[src/rtl/mc_controller.sv]
// Multicycle MIPS-subset control FSM with memory handshake and wait-limit fault.
// Defining MC_CONTROLLER_JAL_EN adds a JAL state (op 000011); otherwise that opcode is illegal.
module mc_controller #(
    parameter int unsigned WAIT_LIMIT = 15
) (
    input  logic       clk,
    input  logic       reset,
    input  logic [5:0] op,
    input  logic [5:0] funct,
    input  logic       zero,
    input  logic       mem_ready,
    output logic       mem_req,
    output logic       memwrite,
    output logic       irwrite,
    output logic       iord,
    output logic       alusrca,
    output logic       regwrite,
    output logic       pcen,
    output logic [1:0] regdst,
    output logic [1:0] memtoreg,
    output logic [1:0] alusrcb,
    output logic [1:0] pcsrc,
    output logic [2:0] alucontrol,
    output logic       fault
);

    localparam logic [5:0] OP_LW   = 6'b100011;
    localparam logic [5:0] OP_SW   = 6'b101011;
    localparam logic [5:0] OP_RTYP = 6'b000000;
    localparam logic [5:0] OP_BEQ  = 6'b000100;
    localparam logic [5:0] OP_ADDI = 6'b001000;
    localparam logic [5:0] OP_J    = 6'b000010;
`ifdef MC_CONTROLLER_JAL_EN
    localparam logic [5:0] OP_JAL  = 6'b000011;
`endif

    localparam logic [5:0] FN_ADD = 6'b100000;
    localparam logic [5:0] FN_SUB = 6'b100010;
    localparam logic [5:0] FN_AND = 6'b100100;
    localparam logic [5:0] FN_OR  = 6'b100101;
    localparam logic [5:0] FN_SLT = 6'b101010;

    localparam logic [2:0] ALU_ADD = 3'b010;
    localparam logic [2:0] ALU_SUB = 3'b110;
    localparam logic [2:0] ALU_AND = 3'b000;
    localparam logic [2:0] ALU_OR  = 3'b001;
    localparam logic [2:0] ALU_SLT = 3'b111;

    // Last waiting cycle index; a not-ready cycle at this count faults.
    localparam logic [7:0] WAIT_LAST = 8'(WAIT_LIMIT - 1);

    typedef enum logic [3:0] {
        S_FETCH,
        S_DECODE,
        S_MEMADR,
        S_MEMRD,
        S_MEMWB,
        S_MEMWR,
        S_EXEC,
        S_ALUWB,
        S_BRANCH,
        S_ADDIEX,
        S_ADDIWB,
        S_JUMP,
        S_ERROR
`ifdef MC_CONTROLLER_JAL_EN
        , S_JAL
`endif
    } state_t;

    state_t     state_q, state_d;
    logic [7:0] wait_q, wait_d;
    logic       mem_state;
    logic       timeout;

    always_ff @(posedge clk or posedge reset) begin
        if (reset) begin
            state_q <= S_FETCH;
            wait_q  <= '0;
        end else begin
            state_q <= state_d;
            wait_q  <= wait_d;
        end
    end

    assign mem_state = (state_q == S_FETCH) || (state_q == S_MEMRD) || (state_q == S_MEMWR);
    assign timeout   = !mem_ready && (wait_q >= WAIT_LAST);

    always_comb begin
        state_d    = state_q;
        wait_d     = wait_q;
        mem_req    = 1'b0;
        memwrite   = 1'b0;
        irwrite    = 1'b0;
        iord       = 1'b0;
        alusrca    = 1'b0;
        regwrite   = 1'b0;
        pcen       = 1'b0;
        regdst     = 2'b00;
        memtoreg   = 2'b00;
        alusrcb    = 2'b00;
        pcsrc      = 2'b00;
        alucontrol = 3'b000;
        fault      = 1'b0;

        case (state_q)
            S_FETCH: begin
                mem_req    = 1'b1;
                alusrcb    = 2'b01;
                alucontrol = ALU_ADD;
                if (mem_ready) begin
                    irwrite = 1'b1;
                    pcen    = 1'b1;
                    state_d = S_DECODE;
                end else if (timeout) begin
                    state_d = S_ERROR;
                end
            end
            S_DECODE: begin
                alusrcb    = 2'b11;
                alucontrol = ALU_ADD;
                case (op)
                    OP_LW, OP_SW: state_d = S_MEMADR;
                    OP_RTYP:      state_d = S_EXEC;
                    OP_BEQ:       state_d = S_BRANCH;
                    OP_ADDI:      state_d = S_ADDIEX;
                    OP_J:         state_d = S_JUMP;
`ifdef MC_CONTROLLER_JAL_EN
                    OP_JAL:       state_d = S_JAL;
`endif
                    default:      state_d = S_ERROR;
                endcase
            end
            S_MEMADR: begin
                alusrca    = 1'b1;
                alusrcb    = 2'b10;
                alucontrol = ALU_ADD;
                state_d    = (op == OP_LW) ? S_MEMRD : S_MEMWR;
            end
            S_MEMRD: begin
                mem_req = 1'b1;
                iord    = 1'b1;
                if (mem_ready) begin
                    state_d = S_MEMWB;
                end else if (timeout) begin
                    state_d = S_ERROR;
                end
            end
            S_MEMWB: begin
                regwrite = 1'b1;
                memtoreg = 2'b01;
                state_d  = S_FETCH;
            end
            S_MEMWR: begin
                mem_req  = 1'b1;
                iord     = 1'b1;
                memwrite = 1'b1;
                if (mem_ready) begin
                    state_d = S_FETCH;
                end else if (timeout) begin
                    state_d = S_ERROR;
                end
            end
            S_EXEC: begin
                alusrca = 1'b1;
                state_d = S_ALUWB;
                case (funct)
                    FN_ADD:  alucontrol = ALU_ADD;
                    FN_SUB:  alucontrol = ALU_SUB;
                    FN_AND:  alucontrol = ALU_AND;
                    FN_OR:   alucontrol = ALU_OR;
                    FN_SLT:  alucontrol = ALU_SLT;
                    default: state_d = S_ERROR;
                endcase
            end
            S_ALUWB: begin
                regwrite = 1'b1;
                regdst   = 2'b01;
                state_d  = S_FETCH;
            end
            S_BRANCH: begin
                alusrca    = 1'b1;
                alucontrol = ALU_SUB;
                pcsrc      = 2'b01;
                pcen       = zero;
                state_d    = S_FETCH;
            end
            S_ADDIEX: begin
                alusrca    = 1'b1;
                alusrcb    = 2'b10;
                alucontrol = ALU_ADD;
                state_d    = S_ADDIWB;
            end
            S_ADDIWB: begin
                regwrite = 1'b1;
                state_d  = S_FETCH;
            end
            S_JUMP: begin
                pcsrc   = 2'b10;
                pcen    = 1'b1;
                state_d = S_FETCH;
            end
`ifdef MC_CONTROLLER_JAL_EN
            S_JAL: begin
                pcsrc    = 2'b10;
                pcen     = 1'b1;
                regwrite = 1'b1;
                regdst   = 2'b10;
                memtoreg = 2'b10;
                state_d  = S_FETCH;
            end
`endif
            S_ERROR: begin
                fault = 1'b1;
            end
            default: begin
                state_d = S_ERROR;
            end
        endcase

        // Any state change restarts the wait budget for the next memory state.
        if (state_d != state_q) begin
            wait_d = '0;
        end else if (mem_state && !mem_ready) begin
            wait_d = wait_q + 8'd1;
        end

        // Reset parks in FETCH but must not issue a request or strobe the PC/IR.
        if (reset) begin
            mem_req = 1'b0;
            irwrite = 1'b0;
            pcen    = 1'b0;
        end
    end

endmodule

[config.mk]
export PLATFORM = sky130hd
export DESIGN_NAME = mc_controller
export DESIGN_NICKNAME = d
export VERILOG_FILES = /design/src/rtl/mc_controller.sv
export SDC_FILE = /design/constraint.sdc
export NUM_CORES = 1
export LEC_CHECK = 0
export CAP_MARGIN = 20
export CORE_MARGIN = 10
export CORE_UTILIZATION = 49
export CTS_BUF_LIST = sky130_fd_sc_hd__clkbuf_2 sky130_fd_sc_hd__clkbuf_4 sky130_fd_sc_hd__clkbuf_8
export DETAILED_ROUTE_END_ITERATION = 8
export GPL_ROUTABILITY_DRIVEN = 1
export PLACE_DENSITY = 0.93
export SETUP_SLACK_MARGIN = 0.1
export SYNTH_ARGS = -nofsm -noshare
export SYNTH_HDL_FRONTEND = slang
export SYNTH_SLANG_ARGS = --single-unit
[constraint.sdc]
create_clock -name clk -period 2.7 [get_ports clk]
set_input_delay 0.54 -clock clk [delete_from_list [all_inputs] [get_ports clk]]
set_output_delay 0.54 -clock clk [all_outputs]
set_load 0.02 [all_outputs]
Word level (Yosys, flattened, before mapping)
Index checks and enable logic that the tools add are counted.
W data, S select, Z words.

storage, ports and cells
  bits in registers = 12
  output and inout bits = 19
  logic and storage cells = 72

cells by class
  add/sub/neg operators = 1
  $lt $le $gt $ge = 1
  equality and inequality tests = 23
  multiplexer cells = 28
  reduce and logical (&&, ||, !) cells = 17

operators with widths
  operator               number
  $eq A6 B6 Y1 const B   7
  $pmux W4 S9            1
  $eq A4 B4 Y1 const B   5
  $mux W4                5
  $pmux W4 S5            1
  $eq A4 B3 Y1 const B   4
  $mux W8                2
  $mux W1                13
  $pmux W3 S4            1
  $reduce_or A5 Y1       2
  $pmux W3 S3            1
  $add A8 B1 Y8 const B  1
  $eq A4 B2 Y1 const B   2
  $ge A8 B4 Y1 const B   1
  $reduce_or A4 Y1       2
  $eq A6 B2 Y1 const B   1
  $eq A6 B3 Y1 const B   1
  $eq A6 B4 Y1 const B   1
  $logic_not A6 Y1       1
  $pmux W2 S3            1
  $reduce_or A2 Y1       3
  $reduce_or A3 Y1       2
  $eq A4 B1 Y1 const B   1
  $logic_not A4 Y1       1
  other kinds (8)        10

Longest topological paths before layout
Gate-level depths: netlist (run 1).

  word-level depth = 7
  gate-level depth with buffers = 8
  depth with buffers taken out = 8

Worst setup path after synthesis (run 1)
No wires, ideal clock.

  path kind = reg2out
  from = reg state_q[1]
  to = out pcen
  arrival = 1.872 ns
  data required time = 2.160 ns
  slack = 0.288 ns
  cell stages (with the launch flop) = 6
  buffers on the path = 2
  path through = dfrtp_1 -> buf_6 -> clkbuf_1 -> nor3_1 -> a21oi_1 -> a21oi_1

on the way
  word-level cells in the longest chain between the ends = 3
  elaborated cells on any way between the ends = 5
  classes of those cells = eq/ne (2); mux (2); reduce/logical (1)

ends and longest elaborated chain
  element                                                  RTL line  RTL
  start: declaration                                       71        state_t state_q, state_d;
  start signal: assignment                                 81        state_q <= state_d;
  $eq A4 B4 Y1 / $logic_not A4 Y1 (equally long branches)  106       case (state_q)
  $pmux W1 S3 (*)                                          106
  $mux W1 (*)                                              229       if (reset) begin
  end: declaration                                         18        output logic pcen,

Mark *: on every way between the ends. The rest lies on a longest branch, timed or not.

Worst setup path after layout (run 1)
  from = reg state_q[0]
  to = out alusrca

on the way
  word-level cells in the longest chain between the ends = 3
  elaborated cells on any way between the ends = 6
  classes of those cells = eq/ne (4); mux (1); reduce/logical (1)

ends and longest elaborated chain
  element                                     RTL line  RTL
  $eq A4 B3 Y1, or another cell as far along  106
  $reduce_or A4 Y1 (no source line) (*)       n/a
  $mux W1 (*)                                 106
  end: declaration                            16        output logic alusrca,

Marks and branches as above.

==> flow_summary_export.csv, run 1 <==
group,metric,value,unit
power_and_ir_drop,max-vdd-ir-drop,0.000795,V
die,start_util,0.504,
grt,grt_max_degree,18,
drt,wl_met1,1630,µm
final_layout,area_growth_syn_to_layout,40.9,%
grt,grt_overflow,0,
worst_setup_path,crit_family,"buffers and inverters",
die,io_pins,35,
drt,first_pass_iters,4,
synthesis,ys_seq_area_frac,0.245,
synthesis,synth-edff-count,0,
drt,routed_wl,3810,µm
synthesis,synth-main-ff-cell,"dfrtp_1",
die,fp.dieW,70,µm
grt,grtUsageTotal,0.146,
final_layout,fillers,194,
timing,fin_crit,2510,ps
min_path,min_to,"wait_q[0]",
worst_setup_path,r2r_slack,430,ps
placement,portBuffers,32,
synthesis,netlist_top_cells_area,"dfrtp_1 25%, xor2_1 5.7%, nor3_1 4.9%",
timing,rsz0062_at_grt,"false",
cts,htree_levels,1,
worst_setup_path,crit_path_max_incr_delay,630,ps
timing,clock_skew,9.87,ps
worst_setup_path,crit_arrival,1970,ps
min_path,holdCritStartpoint,"wait_q[0]",
job,cap_violations,0,
worst_setup_path,reg2reg_depth,7,
power_and_ir_drop,leakagePower,0.000774,µW
timing,timing.fmax,0.399,GHz
placement,dp_cells,222,
timing,hold-worst-slack,622,ps
drt,top_layer,"met4",
cts,clock_path_buffers,2,
synthesis,yosys_warnings,0,
final_layout,drive_gt1_frac,0.214,
cts,cts.sink_count,12,
final_layout,multi_input_area,858,µm²
cts,ctsResizeCount,7,
worst_setup_path,crit_type,"reg2out",
worst_setup_path,path_buf_inv,1,
worst_setup_path,crit_path_max_fanout,11,
synthesis,synth_commonest_cells,"15 x nor2_1, 12 x dfrtp_1, 12 x nand2_1, 12 x nor3_1",
drt,via_count,1347,
worst_setup_path,slowest_stage,"clkdlybuf4s50_1",
drt,drt_iter0_markers,109,
grt,antenna_found_initial,0,
cts,hold_buffers,0,
synthesis,synth_top_area_cell,"dfrtp_1",
synthesis,yosysTopAreaCellShare,0.245,
synthesis,netlist_instances,152,
cts,clk_pin_slew,80,ps
worst_setup_path,required,2160,ps
placement,gp_congestion,0.911,
die,die_y,70,µm
final_layout,final_cell_count_no_fill,226,
die,die_area,4900,µm²
placement,hpwl,3000,µm
grt,grt_pass1_wl,6260,µm
drt,wire_per_inst,16.9,µm
timing,maxSlewViolCount,0,
worst_setup_path,end_kind,"output port",
final_layout,fin_util,0.709,
run_status,status,"complete, no violations",
cts,tritoncts,"yes",
synthesis,synth.most_common_cell,"nor2_1",
placement,placed_area,1650,µm²
timing,post-route-period-util,0.928,
grt,grt_pass1_vias,1344,
drt,drc,0,
synthesis,synthArstFlopShare,1.00,
drt,vias_per_cell,5.96,
drt,routed-wl-met3,210,µm
cts,cts_made_buffers,3,
final_layout,n_antenna_cell,0,
power_and_ir_drop,p_per_area,839,nW/µm²
drt,wl_met2,1960,µm
synthesis,post_synth.cell_area_avg,8.06,µm²
final_layout,design_area,1730,µm²
worst_setup_path,cp_cell_sequence,"or3b_4 > o21ai_0 > clkdlybuf4s50_1",
worst_setup_path,worst_r2r_endpoint,"wait_q[1]",
timing,setup_violations,0,
cts,cts_root_buf,"clkbuf_4",
cts,clock_latency,280,ps
worst_setup_path,reg2reg_from,"state_q[3]",
cts,cts_setup_buffers,0,
synthesis,ys_types,53,
worst_setup_path,start_kind,"flop",
die,core_area,2430,µm²
final_layout,regArea,304,µm²
drt,ant_nets,0,
synthesis,synth_area,1220,µm²
min_path,hold_class,"reg2reg",
min_path,hold_depth,2,
final_layout,final_nets,215,
die,rows,18,
synthesis,synth-seq-cells,12,
timing,hold_viol_final,0,
tightest hold or removal path: stages (launching register included):
cell	delay, ps
dfrtp_1	410
xnor2_1	140
nor3_1	50
layout make-up:
class	count	share of cell area
timing repair buffer	49	0.270
inverter	6	0.0131
tap	30	0.0218
multi-input combinational	125	0.497
sequential	12	0.176
clock buffer	4	0.0210
worst max-delay path by stage:
| stage | end | cells past startpoint | slack, ps | start |
|---|---|---|---|---|
| 6_report | alusrca | 3 | 190 | state_q[0] |
| 5_1_grt | regwrite | 5 | 100 | state_q[2] |
| 4_1_cts | mem_req | 5 | 80 | state_q[2] |
| 3_5_place_dp | wait_q[0] | 8 | -40 | op[1] |
| 3_3_place_gp | wait_q[1] | 8 | 6 | op[5] |
| 2_1_floorplan | pcen | 5 | 290 | state_q[1] |
metal layers:
layer / global-route usage / up-vias
li1: - / 653
met4: 0.0263 / 0
met3: 0.0381 / 2
met5: 0 / -
met2: 0.261 / 59
met1: 0.170 / 633
where the power goes:
group / internal (µW) / total [µW] / switching [µW]
Clock: 82.1 / 145 / 63.1
Combinational: 458 / 1030 / 569
Sequential: 216 / 276 / 60.7
stage by stage:
step	setup slack, ps	total power (µW)	TNS, ps
after floorplan	288	893	0
after global placement	6.38	1240	0
after detailed placement	-37.0	1270	-142
after CTS	76.8	1420	0
after global routing	99.2	1540	0
final	194	1450	0
layout by cell type, fill, tap and decap left out, drive strengths merged, types with 2 or more instances in the layout:
cell,instances
inv,6
dlymetal6s2s,4
dfrtp,12
buf,17
nor3,13
nor4,5
nor2,16
a21oi,9
nand4,4
nand2b,2
dlygate4sd2,3
conb,2
a31oi,4
nand3,8
and2,2
clkbuf,4
o21ai,4
mux2i,2
and3,4
or4,2
clkdlybuf4s50,25
nand2,12
o32ai,2
a21o,2
ha,2
xor2,8
flip-flops by register name, summed over array words and instances (netlist names):
name / cells
wait_q: 8
state_q: 4
logic make-up after synthesis:
kind of cell    Yosys count  share of synthesized area
compound gates           35                      0.235
simple gates             74                      0.326
xor+xnor                  9                     0.0644
fa+ha+maj                 2                     0.0204
buf+inv                  16                     0.0807
flops                    12                      0.245
mux                       3                     0.0255
other cells               1                    0.00306
Note: power is estimated with default switching activity, not from simulation.
==> run 2: changes to the inputs <==
- HOLD_SLACK_MARGIN: unset -> 0.08
==> results of run 2 <==
Final layout, timing and power as in run 1 (identical DEF).
==> run 3: changes to the inputs <==
- TNS_END_PERCENT: unset -> 100
==> results of run 3 <==
Final layout, timing and power as in run 1 (identical DEF).
==> patch (flow settings as in run 3) <==
Build with the macro `MC_CONTROLLER_JAL_EN` defined.
--- a/src/rtl/mc_controller.sv
+++ b/src/rtl/mc_controller.sv
@@ -1,4 +1,6 @@
 // Multicycle MIPS-subset control FSM with memory handshake and wait-limit fault.
 // Defining MC_CONTROLLER_JAL_EN adds a JAL state (op 000011); otherwise that opcode is illegal.
+`define MC_CONTROLLER_JAL_EN
+
 module mc_controller #(
     parameter int unsigned WAIT_LIMIT = 15
Function: changed (a bounded check fails within 4 cycles, from zero or initial values and one cycle with reset high).
==> patch against run 3 <==
- utilization shrank 1.4 points
- highest routed layer unchanged
- critical path type is now in2out
- via count grew 12%
- clock power is 3% higher
- synthesized area increased by 6.0%
- cell count grew 4.0%
- setup slack got worse by 0.052 ns
- design area grew 0.73%
- sequential cell count unchanged
- total power shrank 1.4%
- wire length grew 12%
==> patch: results (changes against run 3) <==
Parameter                              Value

CTS
  Clock-pin slew on the worst setup and hold paths ... 0.08 ns (about the same)
  Number of buffers added by the clock tree synthesis step ... 3 (unchanged)
  Clock latency of the later-clocked register in the worst-skew pair ... 0.28 ns (about the same)
  Maximum root-to-sink buffer count ... 2 (unchanged)
  Cell at the root of the clock tree ... clkbuf_4 (unchanged)

Setup path
  Maximum fanout along the worst path ... 2 (was 11)
  Setup slack, reg-to-reg ... 0.31 ns (was 0.43 ns)
  Launching point of the worst reg2reg path ... wait_q[0]$_DFFE_PP0P_ (was state_q[3]$_DFF_PP0_)
  Arr. time, crit path ... 2.02 ns (was 1.97 ns)
  Path depth of the worst reg2reg path ... 7 (unchanged)
  Critical R2R Capture ... wait_q[5]$_DFFE_PP0P_ (was wait_q[1]$_DFFE_PP0P_)

Power
  Max VDD drop ... 0.000555 V (was 0.000795 V)
  Static leakage ... 0.739 nW (was 0.774 nW)

Route
  Wire length after detailed routing ... 4.28 mm (was 3.81 mm)
  Count of TritonRoute iterations in the first routing pass ... 4 (unchanged)
  Vias per cell ... 6.40 (was 5.96)
  First-iteration detailed-routing DRC count ... 179 (was 109)
  Remaining antenna violation count ... 0 (unchanged)

Hold path
  Hold Crit Class ... reg2reg (unchanged)
  Worst Hold Launch ... wait_q[7]$_DFFE_PP0P_ (was wait_q[0]$_DFFE_PP0P_)
  Worst hold path endpoint ... wait_q[7]$_DFFE_PP0P_ (was wait_q[0]$_DFFE_PP0P_)

Synth
  Distinct cells, synth ... 55 (was 53)
  Cell types with the largest area share after synthesis ... dfrtp_1 23%, nor2_1 6.4%, nor4_1 4.8% (was dfrtp_1 25%, xor2_1 5.7%, nor3_1 4.9%)
  Count of synthesis-stage warnings from yosys ... 0 (unchanged)
  Ys flop type ... dfrtp_1 (unchanged)
  Post-Synthesis Net Count ... 183
  Ranking of synthesized cells by instance count ... 22 x nor2_1, 12 x dfrtp_1, 10 x a21oi_1, 10 x nand2_1, 10 x nor4_1 (was 15 x nor2_1, 12 x dfrtp_1, 12 x nand2_1, 12 x nor3_1)
  Sequential area share after synthesis ... 0.231 (was 0.245)
  Syn avg cell area ... 7.87 um2 (was 8.06 um2)
  Asr flop ratio synth ... 1.00 (unchanged)

Placement
  Detailed placer's ending HPWL ... 3.33 mm (was 3.00 mm)
  Number of cells after detailed placement ... 231 (was 222)
  Count of port buffers added during placement ... 34 (was 32)
  RD Place Congestion ... 0.893 (was 0.911)

Finish
  Final Instance Count excl. Fillers ... 235 (was 226)
  Registers with the most flip-flops ... wait_q: 8 flops, state_q: 4 flops (unchanged)
  Share of cells above drive strength 1 ... 0.132 (was 0.214)
  Nets@finish ... 224 (was 215)

STA
  Hold Violations, Final ... 0 (unchanged)
  Worst Skew ... 0.00382 ns (was 0.00987 ns)

Global routing
  Vias in the first global route ... 1492 (was 1344)
  Largest net degree at the start of global routing ... 22 (was 18)
  Wire length of the first global-routing pass ... 7.13 mm (was 6.26 mm)
  Total track usage ... 0.163 (was 0.146)
  Number of antenna violations at the first check in global routing ... 0 (unchanged)

Outcome
  Outcome ... completed (unchanged)
## patch: per-layer routing
| layer | routed length [um] | global-route usage | up-vias |
|---|---|---|---|
| li1 | - | - | 699 |
| met1 | 1800 | 0.197 | 736 |
| met2 | 2220 | 0.285 | 61 |
| met3 | 226 | 0.0275 | 7 |
| met4 | 41 | 0.0452 | 0 |
| met5 | 0 | 0 | - |
## patch: logic make-up (layout without fill, tap and decap cells)
| family | after synthesis | in the layout | synth area share |
|---|---|---|---|
| multiplexers | 2 | 2 | 0.0154 |
| AND/OR/NAND/NOR | 89 | 89 | 0.391 |
| AO/OA/AOI/OAI | 38 | 38 | 0.224 |
| buffers and inverters | 12 | 52 | 0.0453 |
| adder cells (fa/ha/maj) | 2 | 2 | 0.0193 |
| flip-flops | 12 | 12 | 0.231 |
| XOR/XNOR | 10 | 10 | 0.0732 |
## patch: worst max-delay path: stages
cell,delay [ns]
clkdlybuf4s50_1,0.43
or4b_1,0.56
nor2_1,0.13
dlygate4sd2_1,0.36
## patch: worst max-delay path by stage
stage	start	cells past startpoint	endpoint	slack (ns)
6_report	funct[4]	4	alucontrol[0]	0.14
5_1_grt	op[2]	6	wait_q[5]$_DFFE_PP0P_	0.08
4_1_cts	state_q[1]$_DFF_PP0_	4	memtoreg[0]	0.13
3_5_place_dp	funct[4]	4	alucontrol[2]	-0.12
3_3_place_gp	funct[4]	4	alucontrol[2]	-0.09
2_1_floorplan	state_q[3]$_DFF_PP0_	4	alucontrol[2]	0.44
## patch: layout make-up
type / count / area [um2]
Clock buffer: 4 / 36.3
Fill cell: 198 / 762
Inverter: 3 / 11.3
Multi-Input combinational cell: 141 / 940
Sequential cell: 12 / 300
Tap cell: 30 / 37.5
Timing Repair Buffer: 45 / 413
## patch: metrics by stage
step                      instance area [um2]  power [mW]  setup slack, ns  utilization  hold slack [ns]
final                                    1740        1.43            0.142        0.695            0.582
after global routing                     1740        1.51           0.0843        0.695            0.617
after CTS                                1740        1.42            0.133        0.695            0.572
after detailed placement                 1710        1.30           -0.118        0.685            0.558
after global placement                   1710        1.26          -0.0884        0.685            0.538
after floorplan                          1300       0.919            0.444            -            0.405
## patch: what timing repair did
item,CTS,global route
cloned,0,0
resized for setup,9,5
setup endpoints to repair,9,4
pin swaps,0,0
setup buffers,0,0
## patch: where the power goes
part / total [mW] / internal (mW) / leakage, nW / switching [mW]
clock: 0.149 / 0.0821 / 0.0210 / 0.0667
combinational: 1.05 / 0.411 / 0.553 / 0.634
sequential: 0.234 / 0.208 / 0.164 / 0.0255
total: 1.43 / 0.701 / 0.739 / 0.726
